[src/rtl/multu_unit_pkg.sv]
// Shared definitions for the EX-stage unsigned multiplier.
// The EX mux and hazard unit use the same state encoding and default width.
package multu_unit_pkg;

    localparam int MULTU_WIDTH = 32;

    typedef enum logic [1:0] {
        IDLE = 2'd0,
        RUN  = 2'd1,
        DONE = 2'd2
    } multu_state_e;

endpackage

[src/rtl/multu_unit_hilo_reg.sv]
// HI/LO register pair with write enable.
// Kept separate so future MTHI/MTLO support can share it.
module multu_unit_hilo_reg #(
    parameter int WIDTH = 32
) (
    input  logic               clk,
    input  logic               rst,
    input  logic               we_i,
    input  logic [2*WIDTH-1:0] prod_i,
    output logic [WIDTH-1:0]   hi_o,
    output logic [WIDTH-1:0]   lo_o
);

    logic [2*WIDTH-1:0] hilo_q;

    always_ff @(posedge clk) begin
        if (rst) begin
            hilo_q <= '0;
        end else if (we_i) begin
            hilo_q <= prod_i;
        end
    end

    assign hi_o = hilo_q[2*WIDTH-1:WIDTH];
    assign lo_o = hilo_q[WIDTH-1:0];

endmodule

[src/rtl/multu_unit.sv]
// Multi-cycle radix-2 shift-add unsigned multiplier for the EX stage.
// Stalls ID/EX while running and commits the product to HI/LO on the final iteration.
module multu_unit
    import multu_unit_pkg::*;
#(
    parameter int WIDTH      = MULTU_WIDTH,
    parameter bit EARLY_EXIT = 1'b0
) (
    input  logic             clk,
    input  logic             rst,
    input  logic             start,
    input  logic [WIDTH-1:0] op_a,
    input  logic [WIDTH-1:0] op_b,
    input  logic             flush,
    output logic             stall,
    output logic             busy,
    output logic             done,
    output logic [WIDTH-1:0] hi,
    output logic [WIDTH-1:0] lo
);

    localparam int CW = (WIDTH > 1) ? $clog2(WIDTH) : 1;
    localparam int PW = 2 * WIDTH;

    multu_state_e   state_q, state_d;
    logic [PW-1:0]    mcand_q, mcand_d;
    logic [PW-1:0]    acc_q, acc_d;
    logic [WIDTH-1:0] mplier_q, mplier_d;
    logic [CW-1:0]    cnt_q, cnt_d;

    logic [PW-1:0]    accSum;
    logic [WIDTH-1:0] mplierShifted;
    logic             lastIter;
    logic             hiloWe;

    always_ff @(posedge clk) begin
        if (rst) begin
            state_q  <= IDLE;
            mcand_q  <= '0;
            acc_q    <= '0;
            mplier_q <= '0;
            cnt_q    <= '0;
        end else begin
            state_q  <= state_d;
            mcand_q  <= mcand_d;
            acc_q    <= acc_d;
            mplier_q <= mplier_d;
            cnt_q    <= cnt_d;
        end
    end

    // accSum already includes this cycle's add, so it is also the value committed to HI/LO.
    always_comb begin
        accSum        = mplier_q[0] ? (acc_q + mcand_q) : acc_q;
        mplierShifted = mplier_q >> 1;
        lastIter      = (cnt_q == CW'(WIDTH - 1)) ||
                        (EARLY_EXIT && (mplierShifted == '0));

        state_d  = state_q;
        mcand_d  = mcand_q;
        acc_d    = acc_q;
        mplier_d = mplier_q;
        cnt_d    = cnt_q;
        hiloWe   = 1'b0;

        case (state_q)
            IDLE: begin
                if (start && !flush) begin
                    mcand_d  = {{WIDTH{1'b0}}, op_a};
                    mplier_d = op_b;
                    acc_d    = '0;
                    cnt_d    = '0;
                    state_d  = RUN;
                end
            end
            RUN: begin
                if (flush) begin
                    state_d = IDLE;
                end else begin
                    acc_d    = accSum;
                    mcand_d  = mcand_q << 1;
                    mplier_d = mplierShifted;
                    cnt_d    = cnt_q + 1'b1;
                    if (lastIter) begin
                        state_d = DONE;
                        hiloWe  = 1'b1;
                    end
                end
            end
            // The held MULTU is still in ID/EX here, so start must not re-trigger.
            DONE: begin
                state_d = IDLE;
            end
            default: begin
                state_d = IDLE;
            end
        endcase
    end

    multu_unit_hilo_reg #(
        .WIDTH(WIDTH)
    ) u_hilo (
        .clk   (clk),
        .rst   (rst),
        .we_i  (hiloWe),
        .prod_i(accSum),
        .hi_o  (hi),
        .lo_o  (lo)
    );

    assign stall = !rst && (((state_q == IDLE) && start && !flush) || (state_q == RUN));
    assign busy  = (state_q == RUN);
    assign done  = (state_q == DONE);

endmodule

[config.mk]
export PLATFORM = sky130hd
export DESIGN_NAME = multu_unit
export DESIGN_NICKNAME = d
export VERILOG_FILES = /design/src/rtl/multu_unit_pkg.sv /design/src/rtl/multu_unit_hilo_reg.sv /design/src/rtl/multu_unit.sv
export SDC_FILE = /design/constraint.sdc
export NUM_CORES = 1
export LEC_CHECK = 0
export CORE_MARGIN = 2
export CORE_UTILIZATION = 54
export CTS_CLUSTER_SIZE = 40
export DETAILED_ROUTE_END_ITERATION = 16
export PLACE_DENSITY_LB_ADDON = 0.2
export RECOVER_POWER = 100
export SLEW_MARGIN = 20
export SYNTH_ARGS = -nofsm -noshare
export SYNTH_HDL_FRONTEND = slang
export SYNTH_HIERARCHICAL = 1
export SYNTH_SLANG_ARGS = --single-unit
export TNS_END_PERCENT = 30
[constraint.sdc]
create_clock -name clk -period 5.7 [get_ports clk]
set_input_delay 1.71 -clock clk [delete_from_list [all_inputs] [get_ports clk]]
set_output_delay 1.71 -clock clk [all_outputs]
set_load 0.05 [all_outputs]
; ---- After elaboration in Yosys (flattened, before gate mapping)
; Index checks and enable logic that the tools add are counted.
[word_totals]
latchBits = 0
regBits = 231
elab_cells = 45
ramBits = 0
input_bits = 68
output_inout_bits = 67
mem_bits_ro = 0
n_memories = 0
[op_classes]
div_mod_pow = 0
shift = 0
reduce_logical = 11
magnitude_cmp = 0
muxes = 20
multipliers = 0
n_bitwise = 0
addsub = 2
n_eq_ne = 6
[ops]
columns = operator, count
row1 = $mux W64, 5
row2 = $pmux W64 S2, 2
row3 = $add A64 B64 Y64, 1
row4 = $mux W32, 2
row5 = $pmux W32 S2, 1
row6 = $mux W5, 2
row7 = $pmux W5 S2, 1
row8 = $mux W2, 3
row9 = $add A5 B1 Y5 const B, 1
row10 = $eq A5 B5 Y1 const B, 1
row11 = $logic_and A1 B1 Y1, 4
row12 = $ne A2 B2 Y1 const B, 2
row13 = $pmux W2 S2, 1
row14 = $mux W1, 3
row15 = $ne A3 B2 Y1 const B, 1
row16 = $reduce_and A3 Y1, 1
row17 = $eq A2 B1 Y1 const B, 1
row18 = $eq A2 B2 Y1 const B, 1
row19 = $logic_not A1 Y1, 2
row20 = $logic_not A2 Y1, 1
row21 = $reduce_and A2 Y1, 1
row22 = $reduce_bool A2 Y1, 1
row23 = $logic_or A1 B1 Y1, 1

; ---- Longest topological paths before layout
; Gate-level depths: netlist of run 1.
[depth]
depth_word = 5
ltp_mapped = 14

; ---- Hierarchy
; The synthesis of run 1 kept the hierarchy.
[by_module_without_submodules]
columns = module, seq_area_each_um2, cells_each, instances, area_each_um2
row1 = multu_unit, 3343.2, 1419, 1, 10951.8
row2 = multu_unit_hilo_reg, 1281.2, 206, 1, 2290.9

; ---- Worst setup path after synthesis of run 1
; Ideal clock, no wire load.
[synth_path]
path_type = input -> output
startpoint = input flush
endpoint = output stall
slack_ps = 792
cell_stages = 4
t_arrival_ps = 3198
required_ps = 3990
n_path_buf = 1
path_cell_list = inv_1 > clkbuf_1 > a21oi_1 > nor3_1
[synth_between]
elab_chain_cells = 4
[synth_rtl]
columns = element, line
row1 = from (decl), multu_unit.sv:14  ; input logic flush,
row2 = $logic_not A1 Y1, multu_unit.sv:111  ; assign stall = !rst && (((state_q == IDLE) && start && !flush) || (state_q == RUN));
row3 = $logic_and A1 B1 Y1, multu_unit.sv:111
row4 = $logic_or A1 B1 Y1, multu_unit.sv:111
row5 = $logic_and A1 B1 Y1, multu_unit.sv:111
row6 = to (decl), multu_unit.sv:15  ; output logic stall,
; No other way between the ends.

; ---- Final worst setup path of run 1
; Ends and elaborated chain as after synthesis.

==> flow_metrics.tcl, run 1 <==
set metrics [dict create \
    grt_max_degree 83 \
    power_density_nw_per_um2 232 \
    cts_max_path_buffers 3 \
    setup_violations 0 \
    path_clk_slew_ns 0.06 \
    cp-start-kind "primary input" \
    drc 0 \
    wl_met1_um 15200 \
    postSynthCellCount 1625 \
    wl_per_cell_um 16.9 \
    area_growth_pct 16.0 \
    crit_required_ns 3.99 \
    cts.sinks 231 \
    crit_start "flush" \
    cts_buffers 25 \
    finalSetupTns_ns 0 \
    viasPerCell 5.88 \
    grt_pass1_wl_um 56500 \
    worstReg2RegStart "state_q[1]" \
    vias 11900 \
    async_flop_share_pct 0 \
    wl_met2_um 16700 \
    min_from "cnt_q[4]" \
    avgSynthCellArea_um2 8.15 \
    ys_seq_area_share_pct 34.9 \
    clock_skew_ns 0.00811 \
    drv_slew 31 \
    clkPwrFrac_pct 44.2 \
    post-route-util_pct 63.6 \
    grt_pass1_vias 11400 \
    max_stage_delay_ns 0.64 \
    dr.pass1.iters 5 \
    timing.final.crit_share_pct 87.9 \
    diodes 0 \
    fp.dieW_um 161 \
    dieArea_um2 25800 \
    critPathKind "primary input to output port" \
    initial_core_util_pct 54.8 \
    core-area_um2 24200 \
    yosysWarnings 6 \
    syn_area_um2 13200 \
    worst_pin_slew_ns 2.09 \
    failed_checks "capacitance limit, slew limit" \
    stdcell_count 2019 \
    ant_nets 0 \
    fmax_mhz 199 \
    clk_latency_ns 0.53 \
    ctsHoldBuffers 0 \
    hold_path_class "register to register" \
    die_y_um 161 \
    synth_nets 1759 \
    synthFlopType "dfxtp_1" \
    ioPinCount 135 \
    peakVddDrop_uv 169 \
    critPathSlowestCell "dlygate4sd3_1" \
    worstPathCellList "dlygate4sd3_1 > inv_1 > a21oi_1 > nor3_1 > clkbuf_1" \
    seqPwrFrac_pct 47.0 \
    rsz0062_at_grt "no" \
    cap_violations 1 \
    cts.repair.resized 0 \
    totalWireLength_um 34200 \
    crit_path_end_kind "output port" \
    power.internal_w 0.00269 \
    cp.arrival_ns 3.30 \
    leakage_nw 6.10 \
    drt_iter0_markers 866 \
    synth_edf_count 0 \
    met3_length_um 1430 \
    yosys.cell_types.count 69 \
    power_switching_w 0.000875 \
    grt_overflow_total 0 \
    ys_seq_elements 231 \
    cp_max_fo 2 \
    grt_usage_pct 26.0 \
    cts-root-buf "clkbuf_16" \
    io_buffers 134 \
    comb_power_share_pct 8.8 \
    fp-row-count 57 \
    antenna_found_initial 0 \
    fillers 2155 \
    drive_above_1_share_pct 7.26 \
    cts_tree "built" \
    finalHoldViolCount 0 \
    nets 1813 \
    worst_slack_ns 0.687 \
    switching_share_pct 24.5 \
    htree_levels 1 \
    hpwl_um 24200 \
    gp_congestion 0.908 \
    dp_cells 1976 \
    highest_layer "met4" \
    outcome "finished with violations" \
    relSlewSlack_pct -39.4 \
    place_ws_ns 0.945 \
    min_period_ns 5.01 \
    postCtsSetupBuffers 0 \
]
-- final cells by class --
| class | instances | area (um^2) | share of cell area (%) |
|---|---|---|---|
| Multi-Input combinational cell | 1251 | 8000 | 52.0 |
| Tap cell | 324 | 405 | 2.64 |
| Inverter | 23 | 86.3 | 0.562 |
| Clock inverter | 6 | 70.1 | 0.456 |
| Sequential cell | 231 | 4630 | 30.1 |
| Clock buffer | 37 | 721 | 4.69 |
| Timing Repair Buffer | 147 | 1460 | 9.51 |
-- synth_stat cells (all sizes together), types with 28 or more instances --
master	count	area, um^2
mux2	50	563
clkbuf	98	369
a22oi	44	330
xnor2	37	324
mux2i	67	671
nand4	28	175
o21ai	41	209
nand2	240	901
nand3	53	265
a21o	31	233
a311oi	47	429
a21oi	150	754
ha	65	813
nor2	195	732
dfxtp	231	4620
-- cell usage in the layout (no fill, tap or decap), types with 7 or more instances in the layout --
master	n
a21o_1	31
a21oi_1	149
a22o_1	23
a22oi_1	44
a311oi_1	46
buf_4	7
clkbuf_1	10
clkbuf_16	25
clkdlybuf4s50_1	66
dfxtp_1	230
dlygate4sd3_1	66
ha_1	65
inv_1	22
mux2_2	50
mux2i_1	67
nand2_1	240
nand3_1	53
nand4_1	28
nor2_1	193
nor3_1	19
o21a_1	11
o21ai_0	37
o21bai_1	16
o31ai_1	8
or3_1	9
xnor2_1	37
xor2_1	19
-- cell families after synthesis --
kind of cell,count (synthesis),synth area share [%]
and+or+nand+nor,582,18.8
AOI/OAI and AO/OA,430,22.2
DFF,231,34.9
buffers and inverters,143,4.79
muxes,117,9.32
adders and majority gates,66,6.29
xor gates and xnor gates,56,3.70
-- critical path, delay by kind of cell --
family	cells	cell delay, ns
AOI/OAI and AO/OA	1	0.07
and+or+nand+nor	1	0.24
buffers and inverters	3	1.28
-- power by group through the flow --
stage                     clock network [W]  registers (W)  logic, W
after floorplan                           0        0.00170  0.000210
after global placement                    0        0.00171  0.000309
after detailed placement                  0        0.00171  0.000315
after CTS                           0.00161        0.00168  0.000316
after global routing                0.00167        0.00168  0.000344
final                               0.00158        0.00168  0.000312
-- metal layers --
metal,track usage (%),vias up
li1,-,5953
met3,3.02,56
met5,0,-
met4,6.84,0
met2,45.9,277
met1,33.6,5579
-- registers in the layout, summed over array words and instances, names as in the netlist --
name,flops
acc_q,64
u_hilo/hilo_q,64
state_q,2
mplier_q,32
cnt_q,5
mcand_q,64
-- through the flow --
stage	cell area [um^2]	hold WS (ns)	power, W
4_1_cts	15400	0.461	0.00360
6_report	15400	0.461	0.00356
2_1_floorplan	13200	0.436	0.00191
3_5_place_dp	14600	0.452	0.00203
5_1_grt	15400	0.484	0.00370
3_3_place_gp	14600	0.442	0.00202
-- worst paths after layout --
path	end	depth (start not counted)	slack, ns
setup / recovery	stall	5	0.69
hold reg to reg	cnt_q[4]	2	0.46
hold / removal	cnt_q[4]	2	0.46
setup reg to reg	u_hilo/hilo_q[47]	7	1.25
Power figures use the tool's default switching activity.
==> run 2, diff against run 1 <==
--- a/config.mk
+++ b/config.mk
@@ -5,13 +5,13 @@
 export SDC_FILE = /design/constraint.sdc
 export NUM_CORES = 1
 export LEC_CHECK = 0
+export ABC_AREA = 1
 export CORE_MARGIN = 2
 export CORE_UTILIZATION = 54
 export CTS_CLUSTER_SIZE = 40
 export DETAILED_ROUTE_END_ITERATION = 16
 export PLACE_DENSITY_LB_ADDON = 0.2
 export RECOVER_POWER = 100
-export SLEW_MARGIN = 20
 export SYNTH_ARGS = -nofsm -noshare
 export SYNTH_HDL_FRONTEND = slang
 export SYNTH_HIERARCHICAL = 1
==> flow_metrics.tcl, run 2 <==
set metrics [dict create \
    outcome "finished with violations" \
    failed_checks "capacitance limit, slew limit" \
    critPathKind "primary input to output port" \
    avgSynthCellArea_um2 5.88 \
    grt_max_degree 91 \
    synth_top_area_share_pct 29.2 \
    area_growth_pct 13.8 \
    cts.repair.resized 0 \
    synth_edf_count 0 \
    yosys.cell_types.count 41 \
    power_density_nw_per_um2 214 \
    place_ws_ns 0.536 \
    timing.final.crit_share_pct 92.5 \
    ctsHoldBuffers 0 \
    cts_buffers 25 \
    total_power_w 0.00385 \
    synth_nets 2824 \
    htree_levels 1 \
    postSynthCellCount 2690 \
    cts-root-buf "clkbuf_16" \
    cp.arrival_ns 3.56 \
    core-area_um2 28800 \
    ys_top_cells_by_count "nand2_1 (1003), inv_1 (428), nor2_1 (262), dfxtp_1 (231), a21oi_1 (142)" \
    cp_max_fo 4 \
    drv_slew 161 \
    path_clk_slew_ns 0.06 \
    finalSetupTns_ns 0 \
    drc 0 \
    grt_pass1_wl_um 76600 \
    setup_violations 0 \
    final_common_cell "nand2_1" \
    yosysWarnings 6 \
    peakVddDrop_uv 261 \
    async_flop_share_pct 0 \
    grt_pass1_vias 14500 \
    seqPwrFrac_pct 44.8 \
    gp_congestion 1.01 \
    cts_tree "built" \
    cap_violations 2 \
    syn_area_um2 15800 \
    dieArea_um2 30700 \
    postCtsSetupBuffers 0 \
    clk_latency_ns 0.54 \
    leakage_nw 8.76 \
    min_period_ns 5.27 \
    post-route-util_pct 62.6 \
    synth_area_leader_cell "dfxtp_1" \
    relSlewSlack_pct -29.3 \
    power_switching_w 0.00104 \
    reg.largest.list "acc_q x64, mcand_q x64, u_hilo/hilo_q x64" \
    clkPwrFrac_pct 42.0 \
    hold_path_class "register to register" \
    yosys-top-cells-area "dfxtp_1 (29%), nand2_1 (24%), inv_1 (10%)" \
    yosysMostFrequentCell "nand2_1" \
    hpwl_um 37200 \
    initial_core_util_pct 55.0 \
    switching_share_pct 27.1 \
    rsz0062_at_grt "no" \
    dp_cells 3117 \
    nets 2894 \
    stdcell_count 3159 \
    grt_overflow_total 0 \
    cts.sinks 231 \
    fp-row-count 62 \
    antenna_found_initial 0 \
    crit_required_ns 3.99 \
    io_buffers 134 \
    wl_per_cell_um 15.3 \
    vias 16200 \
    power.internal_w 0.00280 \
    cp-start-kind "primary input" \
    crit_path_end_kind "output port" \
    ioPinCount 135 \
    cts_max_path_buffers 3 \
    grt_usage_pct 31.2 \
    totalWireLength_um 48200 \
    clock_skew_ns 0.00870 \
    ys_seq_area_share_pct 29.2 \
    ant_nets 0 \
    fp.dieW_um 175 \
    drive_above_1_share_pct 5.12 \
    ys_seq_elements 231 \
    fmax_mhz 190 \
    viasPerCell 5.13 \
    finalHoldViolCount 0 \
    final_cell_mix "nand2_1 (1003), inv_1 (429), nor2_1 (263)" \
    diodes 0 \
    die_y_um 175 \
    worst_slack_ns 0.427 \
    dr.pass1.iters 5 \
    worst_pin_slew_ns 1.94 \
    comb_power_share_pct 13.3 \
    synthFlopType "dfxtp_1" \
    drt_iter0_markers 1501 \
]
[run 2: metal layers]
metal	share of wire [%]	vias to the layer above	global-route usage [%]
met5	0	-	0
met2	40	553	45.5
li1	-	8360	-
met3	8.8	51	4.05
met1	49	7251	48.8
met4	1.7	0	5.94
[run 2: power by group through the flow]
stage | clock network [W] | registers, W | logic (W)
CTS | 0.00164 | 0.00172 | 0.000504
finish | 0.00161 | 0.00172 | 0.000511
global placement | 0 | 0.00175 | 0.000494
detailed placement | 0 | 0.00176 | 0.000501
floorplan | 0 | 0.00174 | 0.000348
global route | 0.00170 | 0.00173 | 0.000566
[run 2: stage by stage]
stage / instance area [um^2] / hold WS, ns
2_1_floorplan: 15800 / 0.435
3_3_place_gp: 17200 / 0.452
3_5_place_dp: 17200 / 0.458
4_1_cts: 18000 / 0.466
5_1_grt: 18000 / 0.484
6_report: 18000 / 0.461
[run 2: final timing paths]
| check | startpoint | to | slack, ns | depth (start not counted) |
|---|---|---|---|---|
| worst min-delay path | mplier_q[31] | mplier_q[31] | 0.46 | 2 |
| worst max-delay path | flush | stall | 0.43 | 5 |
| worst max register to register | state_q[0] | u_hilo/hilo_q[48] | 1.31 | 11 |
| worst min register to register | mplier_q[31] | mplier_q[31] | 0.46 | 2 |
[run 2: logic make-up (layout without fill, tap and decap cells)]
kind of cell,count (synthesis),in the layout,synth area share (%)
simple gates,1493,1493,38.5
flops,231,231,29.2
xor+xnor,32,32,1.77
buf+inv,535,620,13.6
compound gates,333,333,11.6
fa+ha+maj,66,66,5.27
[run 2: worst max-delay path, stage by stage]
cell	delay (ns)
dlygate4sd3_1	0.55
inv_1	0.06
nand3_1	0.13
a21oi_1	0.20
dlygate4sd3_1	0.91
[run 2: area by class of cell]
class                           instances  area [um^2]
Sequential cell                       231         4630
Tap cell                              384          480
Inverter                              432         1620
Clock buffer                           34          699
Fill cell                            2847        10800
Timing Repair Buffer                  146         1430
Multi-Input combinational cell       1924         9040
Clock inverter                          8          103
